### src/rtl/prog_loader_if.sv
// prog_loader_if
//   Groups the byte-stream handshake and the core-side instruction-memory
//   write / reset / status signals of the program loader.
//   Parameter: ADDR_W - instruction-memory word-address width.
//   Signals:
//     byte_valid, byte_data[7:0]  byte stream from the source
//     byte_ready                  loader accepts a byte this cycle
//     WD[31:0], WA[ADDR_W-1:0]    instruction word and its word address
//     WE                          one-cycle write strobe for WD/WA
//     core_rst                    active-low reset to the core
//     ControlSignal               core completion flag
//     busy, err                   loader status
//   Modports: master = the loader, slave = source/core side.
`timescale 1ns/1ps
interface prog_loader_if #(
  parameter int ADDR_W = 8
);
  logic              byte_valid;
  logic [7:0]        byte_data;
  logic              byte_ready;
  logic [31:0]       WD;
  logic [ADDR_W-1:0] WA;
  logic              WE;
  logic              core_rst;
  logic              ControlSignal;
  logic              busy;
  logic              err;

  modport master (
    input  byte_valid, byte_data, ControlSignal,
    output byte_ready, WD, WA, WE, core_rst, busy, err
  );

  modport slave (
    output byte_valid, byte_data, ControlSignal,
    input  byte_ready, WD, WA, WE, core_rst, busy, err
  );
endinterface

### src/rtl/prog_loader.sv
// prog_loader
//   Receives a byte stream (16-bit little-endian word count N, then N
//   little-endian 32-bit words), writes each word into the core's
//   instruction memory while holding the core in reset, then releases the
//   core. A ControlSignal pulse from the running core re-arms the loader.
//   Parameter: ADDR_W - word-address width (max program 2**ADDR_W words,
//              ADDR_W must be at most 15 so the index fits the 16-bit count).
//   Ports:
//     clk  - rising-edge clock
//     rst  - asynchronous active-low reset
//     bus  - prog_loader_if master modport (stream, write path, status)
`timescale 1ns/1ps
module prog_loader #(
  parameter int ADDR_W = 8
) (
  input  logic          clk,
  input  logic          rst,
  prog_loader_if.master bus
);

  typedef enum logic [1:0] {
    HDR_LO = 2'd0,
    HDR_HI = 2'd1,
    LOAD   = 2'd2,
    RUN    = 2'd3
  } loaderState_t;

  // Largest legal word count, one bit wider than the header count so that
  // 2**ADDR_W itself is representable.
  localparam logic [16:0] MaxWords = 17'(64'd1 << ADDR_W);

  loaderState_t      state;
  loaderState_t      nextState;

  logic              byteReady;
  logic              coreRst;
  logic              busyR;
  logic              errR;
  logic              weR;
  logic [31:0]       wdR;
  logic [ADDR_W-1:0] waR;

  logic              byteReadyNext;
  logic              coreRstNext;
  logic              busyNext;

  logic [7:0]        countLo;
  logic [15:0]       lastIdx;
  logic [ADDR_W:0]   wordIdx;
  logic [1:0]        lane;
  logic [23:0]       wordBuf;

  logic              accept;
  logic [15:0]       hdrCount;
  logic              hdrBad;
  logic              lastByte;

  assign accept   = bus.byte_valid & byteReady;
  assign hdrCount = {bus.byte_data, countLo};
  assign hdrBad   = (hdrCount == 16'd0) || ({1'b0, hdrCount} > MaxWords);
  // The final byte of the program is the lane-3 byte of word N-1.
  assign lastByte = (lane == 2'd3) && (16'(wordIdx) == lastIdx);

  // State register.
  always_ff @(posedge clk or negedge rst) begin
    if (!rst) begin
      state <= HDR_LO;
    end else begin
      state <= nextState;
    end
  end

  // Next-state logic: header bytes, payload bytes, then wait for the core.
  always_comb begin
    nextState = state;
    case (state)
      HDR_LO: if (accept) nextState = HDR_HI;
      HDR_HI: if (accept) nextState = hdrBad ? HDR_LO : LOAD;
      LOAD:   if (accept && lastByte) nextState = RUN;
      RUN:    if (bus.ControlSignal) nextState = HDR_LO;
      default: nextState = HDR_LO;
    endcase
  end

  // Output decode from the upcoming state, so the registered outputs change
  // on the same edge as the state they describe. Dropping byte_ready on the
  // edge into RUN guarantees nothing is consumed after the last byte.
  always_comb begin
    byteReadyNext = (nextState != RUN);
    coreRstNext   = (nextState == RUN);
    busyNext      = (nextState == HDR_HI) || (nextState == LOAD);
  end

  // Registered control outputs.
  always_ff @(posedge clk or negedge rst) begin
    if (!rst) begin
      byteReady <= 1'b0;
      coreRst   <= 1'b0;
      busyR     <= 1'b0;
    end else begin
      byteReady <= byteReadyNext;
      coreRst   <= coreRstNext;
      busyR     <= busyNext;
    end
  end

  // Datapath: header capture, byte-lane assembly and the write strobe.
  // Lanes 0..2 collect in wordBuf; the lane-3 byte completes the word
  // straight into WD so the strobe appears one cycle after acceptance and
  // WD otherwise holds the last written word.
  always_ff @(posedge clk or negedge rst) begin
    if (!rst) begin
      countLo <= '0;
      lastIdx <= '0;
      wordIdx <= '0;
      lane    <= '0;
      wordBuf <= '0;
      wdR     <= '0;
      waR     <= '0;
      weR     <= 1'b0;
      errR    <= 1'b0;
    end else begin
      weR <= 1'b0;
      if (accept) begin
        case (state)
          HDR_LO: begin
            countLo <= bus.byte_data;
            errR    <= 1'b0;
          end
          HDR_HI: begin
            if (hdrBad) begin
              errR <= 1'b1;
            end else begin
              lastIdx <= hdrCount - 16'd1;
              wordIdx <= '0;
              lane    <= '0;
            end
          end
          LOAD: begin
            lane <= lane + 2'd1;
            case (lane)
              2'd0: wordBuf[7:0]   <= bus.byte_data;
              2'd1: wordBuf[15:8]  <= bus.byte_data;
              2'd2: wordBuf[23:16] <= bus.byte_data;
              default: begin
                wdR     <= {bus.byte_data, wordBuf};
                waR     <= wordIdx[ADDR_W-1:0];
                weR     <= 1'b1;
                wordIdx <= wordIdx + 1'b1;
              end
            endcase
          end
          default: ;
        endcase
      end
    end
  end

  assign bus.byte_ready = byteReady;
  assign bus.core_rst   = coreRst;
  assign bus.busy       = busyR;
  assign bus.err        = errR;
  assign bus.WE         = weR;
  assign bus.WD         = wdR;
  assign bus.WA         = waR;

endmodule
### src/flat_wrapper.sv
// flat-port wrapper written by rule: the top's interface ports become plain ports
module prog_loader_flat 
#(
  parameter int ADDR_W = 8
)
  (clk, rst, bus_byte_valid, bus_byte_data, bus_ControlSignal, bus_byte_ready, bus_WD, bus_WA, bus_WE, bus_core_rst, bus_busy, bus_err);
  prog_loader_if #(.ADDR_W(ADDR_W)) bus_i ();
  input  logic clk;
  input  logic rst;
  input wire logic [$bits(bus_i.byte_valid)-1:0] bus_byte_valid;
  input wire logic [$bits(bus_i.byte_data)-1:0] bus_byte_data;
  input wire logic [$bits(bus_i.ControlSignal)-1:0] bus_ControlSignal;
  output wire logic [$bits(bus_i.byte_ready)-1:0] bus_byte_ready;
  output wire logic [$bits(bus_i.WD)-1:0] bus_WD;
  output wire logic [$bits(bus_i.WA)-1:0] bus_WA;
  output wire logic [$bits(bus_i.WE)-1:0] bus_WE;
  output wire logic [$bits(bus_i.core_rst)-1:0] bus_core_rst;
  output wire logic [$bits(bus_i.busy)-1:0] bus_busy;
  output wire logic [$bits(bus_i.err)-1:0] bus_err;
  assign bus_i.byte_valid = bus_byte_valid;
  assign bus_i.byte_data = bus_byte_data;
  assign bus_i.ControlSignal = bus_ControlSignal;
  assign bus_byte_ready = bus_i.byte_ready;
  assign bus_WD = bus_i.WD;
  assign bus_WA = bus_i.WA;
  assign bus_WE = bus_i.WE;
  assign bus_core_rst = bus_i.core_rst;
  assign bus_busy = bus_i.busy;
  assign bus_err = bus_i.err;
  prog_loader #(.ADDR_W(ADDR_W)) u_core (.clk(clk), .rst(rst), .bus(bus_i));
endmodule
### config.mk
export PLATFORM = sky130hd
export DESIGN_NAME = prog_loader_flat
export DESIGN_NICKNAME = d
export VERILOG_FILES = /design/src/rtl/prog_loader_if.sv /design/src/rtl/prog_loader.sv /design/src/flat_wrapper.sv
export SDC_FILE = /design/constraint.sdc
export NUM_CORES = 1
export LEC_CHECK = 0
export ABC_AREA = 0
export CAP_MARGIN = 20
export CORE_MARGIN = 2
export CORE_UTILIZATION = 40
export DETAILED_ROUTE_END_ITERATION = 6
export HOLD_SLACK_MARGIN = 0.05
export PLACE_DENSITY = 0.73
export SLEW_MARGIN = 25
export SYNTH_ARGS = -nofsm -noshare
export SYNTH_HDL_FRONTEND = slang
export SYNTH_SLANG_ARGS = --single-unit
### constraint.sdc
create_clock -name clk -period 2 [get_ports clk]
set_input_delay 0.5 -clock clk [delete_from_list [all_inputs] [get_ports clk]]
set_output_delay 0.5 -clock clk [all_outputs]
set_load 0.1 [all_outputs]
* Yosys cells after proc, flatten, opt, wreduce, memory -nomap -nowiden
Cells that the tools add are included.
W data, S select, Z words.
** Operators by class
- $lt $le $gt $ge :: 1
- Equal/unequal tests :: 14
- Bitwise gates (word level) :: 3
- Reduce and logical (&&, ||, !) cells :: 19
- $add $sub $neg :: 3
- Muxes and demuxes :: 16
** Operator list (number)
- $reduce_and A3 Y1 :: 7
- $mux W9 :: 2
- $pmux W9 S2 :: 1
- $eq A9 B16 Y1 :: 1
- $gt A16 B9 Y1 const B :: 1
- $logic_not A16 Y1 :: 1
- $sub A16 B1 Y16 const B :: 1
- $eq A2 B2 Y1 const B :: 6
- $mux W2 :: 6
- $add A9 B1 Y9 const B :: 1
- $pmux W2 S4 :: 1
- $eq A2 B1 Y1 const B :: 3
- $ne A2 B2 Y1 const B :: 3
- $logic_not A2 Y1 :: 2
- $mux W1 :: 4
- $pmux W2 S2 :: 1
- $reduce_and A4 Y1 :: 1
- $reduce_bool A2 Y1 :: 2
- $reduce_or A3 Y1 :: 1
- $add A2 B1 Y2 const B :: 1
- $logic_and A1 B1 Y1 :: 2
- $logic_or A1 B1 Y1 :: 2
- $ne A2 B1 Y1 const B :: 1
- $not A1 Y1 :: 2
- other kinds (3) :: 3
** Word-level totals
- Word-level logic and storage cells :: 71
- Output and inout port bits :: 45
- Register bits :: 106
- Input port bits :: 12

* Logic depth before layout (Yosys ltp)
- Depth in word-level cells :: 7
- Gate-level depth with buffers :: 9
- Depth with buffers taken out :: 8

* Least setup slack after synthesis
OpenSTA, ideal clock, no wires.
- Kind :: reg2reg
- Start point :: register u_core.byteReady (netlist: u_core.bus.byte_ready)
- End point :: register u_core.wdR[17] (netlist: u_core.bus.WD[17])
- Arrival time :: 2.283 ns
- Library setup time :: 0.126 ns
- Path buffers :: 3
- Path slack :: -0.409 ns
- Cell stages (with the launch flop) :: 7
- Period minus slack after synthesis :: 2.409 ns
- Data required time :: 1.874 ns
- Path through :: dfrtp_1 -> and3_1 -> clkbuf_1 -> nand2_1 -> clkbuf_1 -> buf_1 -> mux2_2
** Between the ends
- Cells in the longest elaborated chain, start to end :: 2
** Ends and longest elaborated chain
- from (decl) :: line prog_loader.sv:35 : logic byteReady;
- from (signal assigned) :: line prog_loader.sv:101 : byteReady <= byteReadyNext;
- $and A1 B1 Y1 :: line prog_loader.sv:58 : assign accept = bus.byte_valid & byteReady;
- $reduce_and A3 Y1 (no line)
- to (signal assigned) :: line prog_loader.sv:146 : wdR <= {bus.byte_data, wordBuf};
- to (decl) :: line prog_loader.sv:40 : logic [31:0] wdR;
Every way passes these cells.
A chain may end at the register's enable or synchronous reset.

* Worst setup path in the final report
- Start point :: register u_core.countLo[0]
- End point :: register u_core.busyR (netlist: u_core.bus.busy)
** Between the ends
- Cells in the longest elaborated chain, start to end :: 7
- Elaborated cells between the ends (all ways) :: 9
- Classes of those cells :: order compare (1); eq/ne (2); mux (3); reduce/logical (3)
** Ends and longest elaborated chain
- from (decl) :: line prog_loader.sv:47 : logic [7:0] countLo;
- from (signal assigned) :: line prog_loader.sv:127 : countLo <= bus.byte_data;
- $gt A16 B9 Y1 / $logic_not A16 Y1 (equally long branches) :: line prog_loader.sv:60 : assign hdrBad = (hdrCount == 16'd0) || ({1'b0, hdrCount} > MaxWords);
- $logic_or A1 B1 Y1 * :: line prog_loader.sv:60
- $mux W2 * (2 in series) :: line prog_loader.sv:78 : HDR_HI: if (accept) nextState = hdrBad ? HDR_LO : LOAD;
- $pmux W2 S4 * :: line prog_loader.sv:76 : case (state)
- via u_core.nextState[1] :: line prog_loader.sv:33 : loaderState_t nextState;
- $eq A2 B1 Y1 / $eq A2 B2 Y1 (equally long branches) :: line prog_loader.sv:91 : busyNext = (nextState == HDR_HI) || (nextState == LOAD);
- $logic_or A1 B1 Y1 * :: line prog_loader.sv:91
- via u_core.busyNext :: line prog_loader.sv:45 : logic busyNext;
- to (signal assigned) :: line prog_loader.sv:103 : busyR <= busyNext;
- to (decl) :: line prog_loader.sv:37 : logic busyR;
Mark *: on every way through the listed nets, which the timed path passes. The rest lies on a longest branch.

==> metrics.yaml <==
status: "complete, no violations"
place_congestion: 0.876
remaining_drc_errors: 0
finalCritPeriodShare_pct: 97.4
reg2reg_to: "u_core.bus.busy"
rsz0062_at_grt: "yes"
portBuffers: 56
finalHoldViolations: 0
clk_pin_slew_ps: 70
drt-pass1-iter-count: 4
yosysUniqueCellTypes: 51
hold_path.class: "primary input to async pin"
yosys_warnings: 0
dieArea_um2: 13000
seqPwrFrac_pct: 31.1
fin_util_pct: 57.7
reg2reg_slack_ps: 50
syn-cell-area_um2: 4830
clock_latency_ps: 350
clock-root-buffer: "clkbuf_16"
via_per_inst: 5.30
worstReg2RegStart: "u_core.countLo[0]"
cts.sinks: 106
grt.overflow.total: 0
grt_pass1_vias: 3788
drtIter0Drc: 145
p_clk_share_pct: 15.1
ctsHoldBuffers: 0
maxCapViolCount: 0
synth_area_leader_cell: "dfrtp_1"
layout-area-overhead-vs-synth_pct: 42.2
syn-instance-count: 381
wire_per_inst_um: 17.8
layout.area.seq_um2: 2660
cts_buffers: 9
cts_max_level: 3
max_freq_mhz: 513
grt_pass1_wl_um: 19400
insertedDiodeCount: 0
antenna_found_initial: 0
synth_common_cells: "dfrtp_1, mux2_2, nand2_1"
pin_count: 57
power.internal_mw: 6.16
grt_max_degree: 44
ys_seq_area_share_pct: 54.9
worst_pin_slew_ps: 463
final_nets: 514
crit_type: "flip-flop to flip-flop"
synth_nets: 406
fin_worst_skew_ps: 7.04
synth_edf_count: 0
rows: 40
finalCriticalPeriod_ps: 1950
ys_top_cells_by_area: "dfrtp_1, mux2_2, ha_1"
syn_avg_cell_area_um2: 12.7
drtAntennaViolNets: 0
async_reset_ff_share_pct: 100
synth_most_common_cell: "dfrtp_1"
p_sw_mw: 5.47
core_area_um2: 11900
chipHeight_um: 114
filler_cell_count: 947
yosysTopAreaCellShare_pct: 54.9
grt_usage_pct: 19.0
cp.required_ps: 2240
hpwl_um: 8060
synth_seq_cells: 106
critical_path_arrival_ps: 2190
multiInputGateArea_um2: 2140
start_kind: "flip-flop"
power_density_nw_per_um2: 1690
ff2ff_path_depth: 8
p_comb_share_pct: 53.8
ys.flop_type: "dfrtp_1"
cts_tree: "yes"
fin_total_pwr_mw: 11.6
fp.dieW_um: 114
vias: 3399
peakVddDrop_mv: 1.54
initial_core_util_pct: 40.6
crit_path_end_kind: "flip-flop"
slew_violations: 0
slew_headroom_pct: 69.1
p_leak_nw: 3.12
drt-total-wl_um: 11400
clockBufferDepth: 2
crit_fanout: 4
switching_share_pct: 47.1
final-setup-viol-count: 0
drive_above_1_share_pct: 45.5
==> metal layers <==
metal  track usage (%)  routed length [µm]  up-vias
met4              9.19                 350        0
li1                  -                   -     1587
met1              23.4                4870     1695
met5                 0                   0        -
met3              3.67                 529       25
met2              32.4                5690       92
==> cell usage in the layout (no fill, tap or decap), types with 3 or more instances in the layout <==
cell type | synthesis | layout
inv_6 | 0 | 4
mux2_4 | 2 | 8
or4_4 | 1 | 3
a311oi_1 | 5 | 4
nor3_1 | 5 | 5
clkbuf_16 | 0 | 9
dfrtp_1 | 106 | 105
o21a_1 | 4 | 4
nand4_1 | 6 | 6
buf_12 | 0 | 51
nand2_1 | 27 | 26
nor2_1 | 7 | 7
xnor2_1 | 14 | 14
inv_1 | 23 | 21
buf_6 | 3 | 4
mux2i_1 | 6 | 6
o21ai_0 | 10 | 10
mux2_2 | 72 | 66
xor2_1 | 3 | 3
nor4_1 | 4 | 3
ha_1 | 13 | 10
o22ai_1 | 7 | 7
nand3_1 | 8 | 8
buf_2 | 1 | 4
buf_4 | 0 | 49
==> repair_timing <==
item | CTS | global route
endpoints found under the setup margin | 30 | 24
cloned | 1 | 0
resized for setup | 43 | 17
hold endpoints to repair | 0 | 0
pin swaps | 6 | 10
setup buffers | 4 | 3
==> power by group through the flow <==
stage,Sequential [mW],Clock [mW],Combinational (mW)
after floorplan,6.28,0,1.09
after global placement,3.60,0,6.20
after detailed placement,3.65,0,6.27
after CTS,3.62,1.79,6.29
after global routing,3.73,1.88,6.49
final,3.62,1.75,6.26
==> stage by stage <==
stage               cell area (µm²)  cells  hold slack [ps]  setup WS [ps]  TNS (ps)
floorplan                      4870    381              204           -347     -3620
global placement               6440    619              465           -612    -21380
detailed placement             6440    619              472           -719    -24060
CTS                            6840    640              103           2.51         0
global route                   6870    641              122          -34.7     -34.7
finish                         6870    641             96.3           51.2         0
==> flip-flops by register name (all words and copies together) (netlist names), 2 cells and up <==
| signal | flops |
|---|---|
| u_core.countLo | 8 |
| u_core.lastIdx | 16 |
| u_core.lane | 2 |
| u_core.bus.WD | 32 |
| u_core.bus.WA | 8 |
| u_core.wordIdx | 9 |
| u_core.state | 2 |
| u_core.wordBuf | 24 |
==> layout make-up <==
class,instances,share of cell area [%]
Inverter,23,1.26
Tap cell,147,2.68
Sequential cell,106,38.7
Multi-Input combinational cell,235,31.1
Clock inverter,7,0.965
Timing Repair Buffer,114,22.0
Clock buffer,9,3.28
==> worst max path at each step <==
stage | from | endpoint
after detailed placement | bus_byte_data[4] | u_core.wordIdx[0]
final | u_core.countLo[0] | u_core.bus.busy
after global routing | u_core.countLo[0] | u_core.bus.busy
after floorplan | bus_byte_data[5] | u_core.lastIdx[7]
after global placement | bus_byte_data[4] | u_core.lane[1]
after CTS | bus_byte_data[0] | u_core.lastIdx[7]
==> critical path, stage by stage, from the launching register on <==
cell and delay, ps:
dfrtp_1 400, inv_2 90, ha_4 130, nor3b_4 310, buf_6 150, a211oi_4 70
o211ai_1 270, nand2_1 120, ha_1 300
==> logic make-up (layout without fill, tap and decap cells) <==
| kind of cell | after synthesis | after routing | synth area share, % |
|---|---|---|---|
| flip-flops | 106 | 106 | 54.9 |
| multiplexers | 80 | 80 | 18.6 |
| AND/OR/NAND/NOR | 75 | 75 | 8.39 |
| AO/OA/AOI/OAI | 50 | 50 | 8.00 |
| buffers and inverters | 40 | 153 | 3.60 |
| XOR/XNOR | 17 | 17 | 3.08 |
| adder cells (fa/ha/maj) | 13 | 13 | 3.37 |
Note: power is estimated with default switching activity, not from simulation.
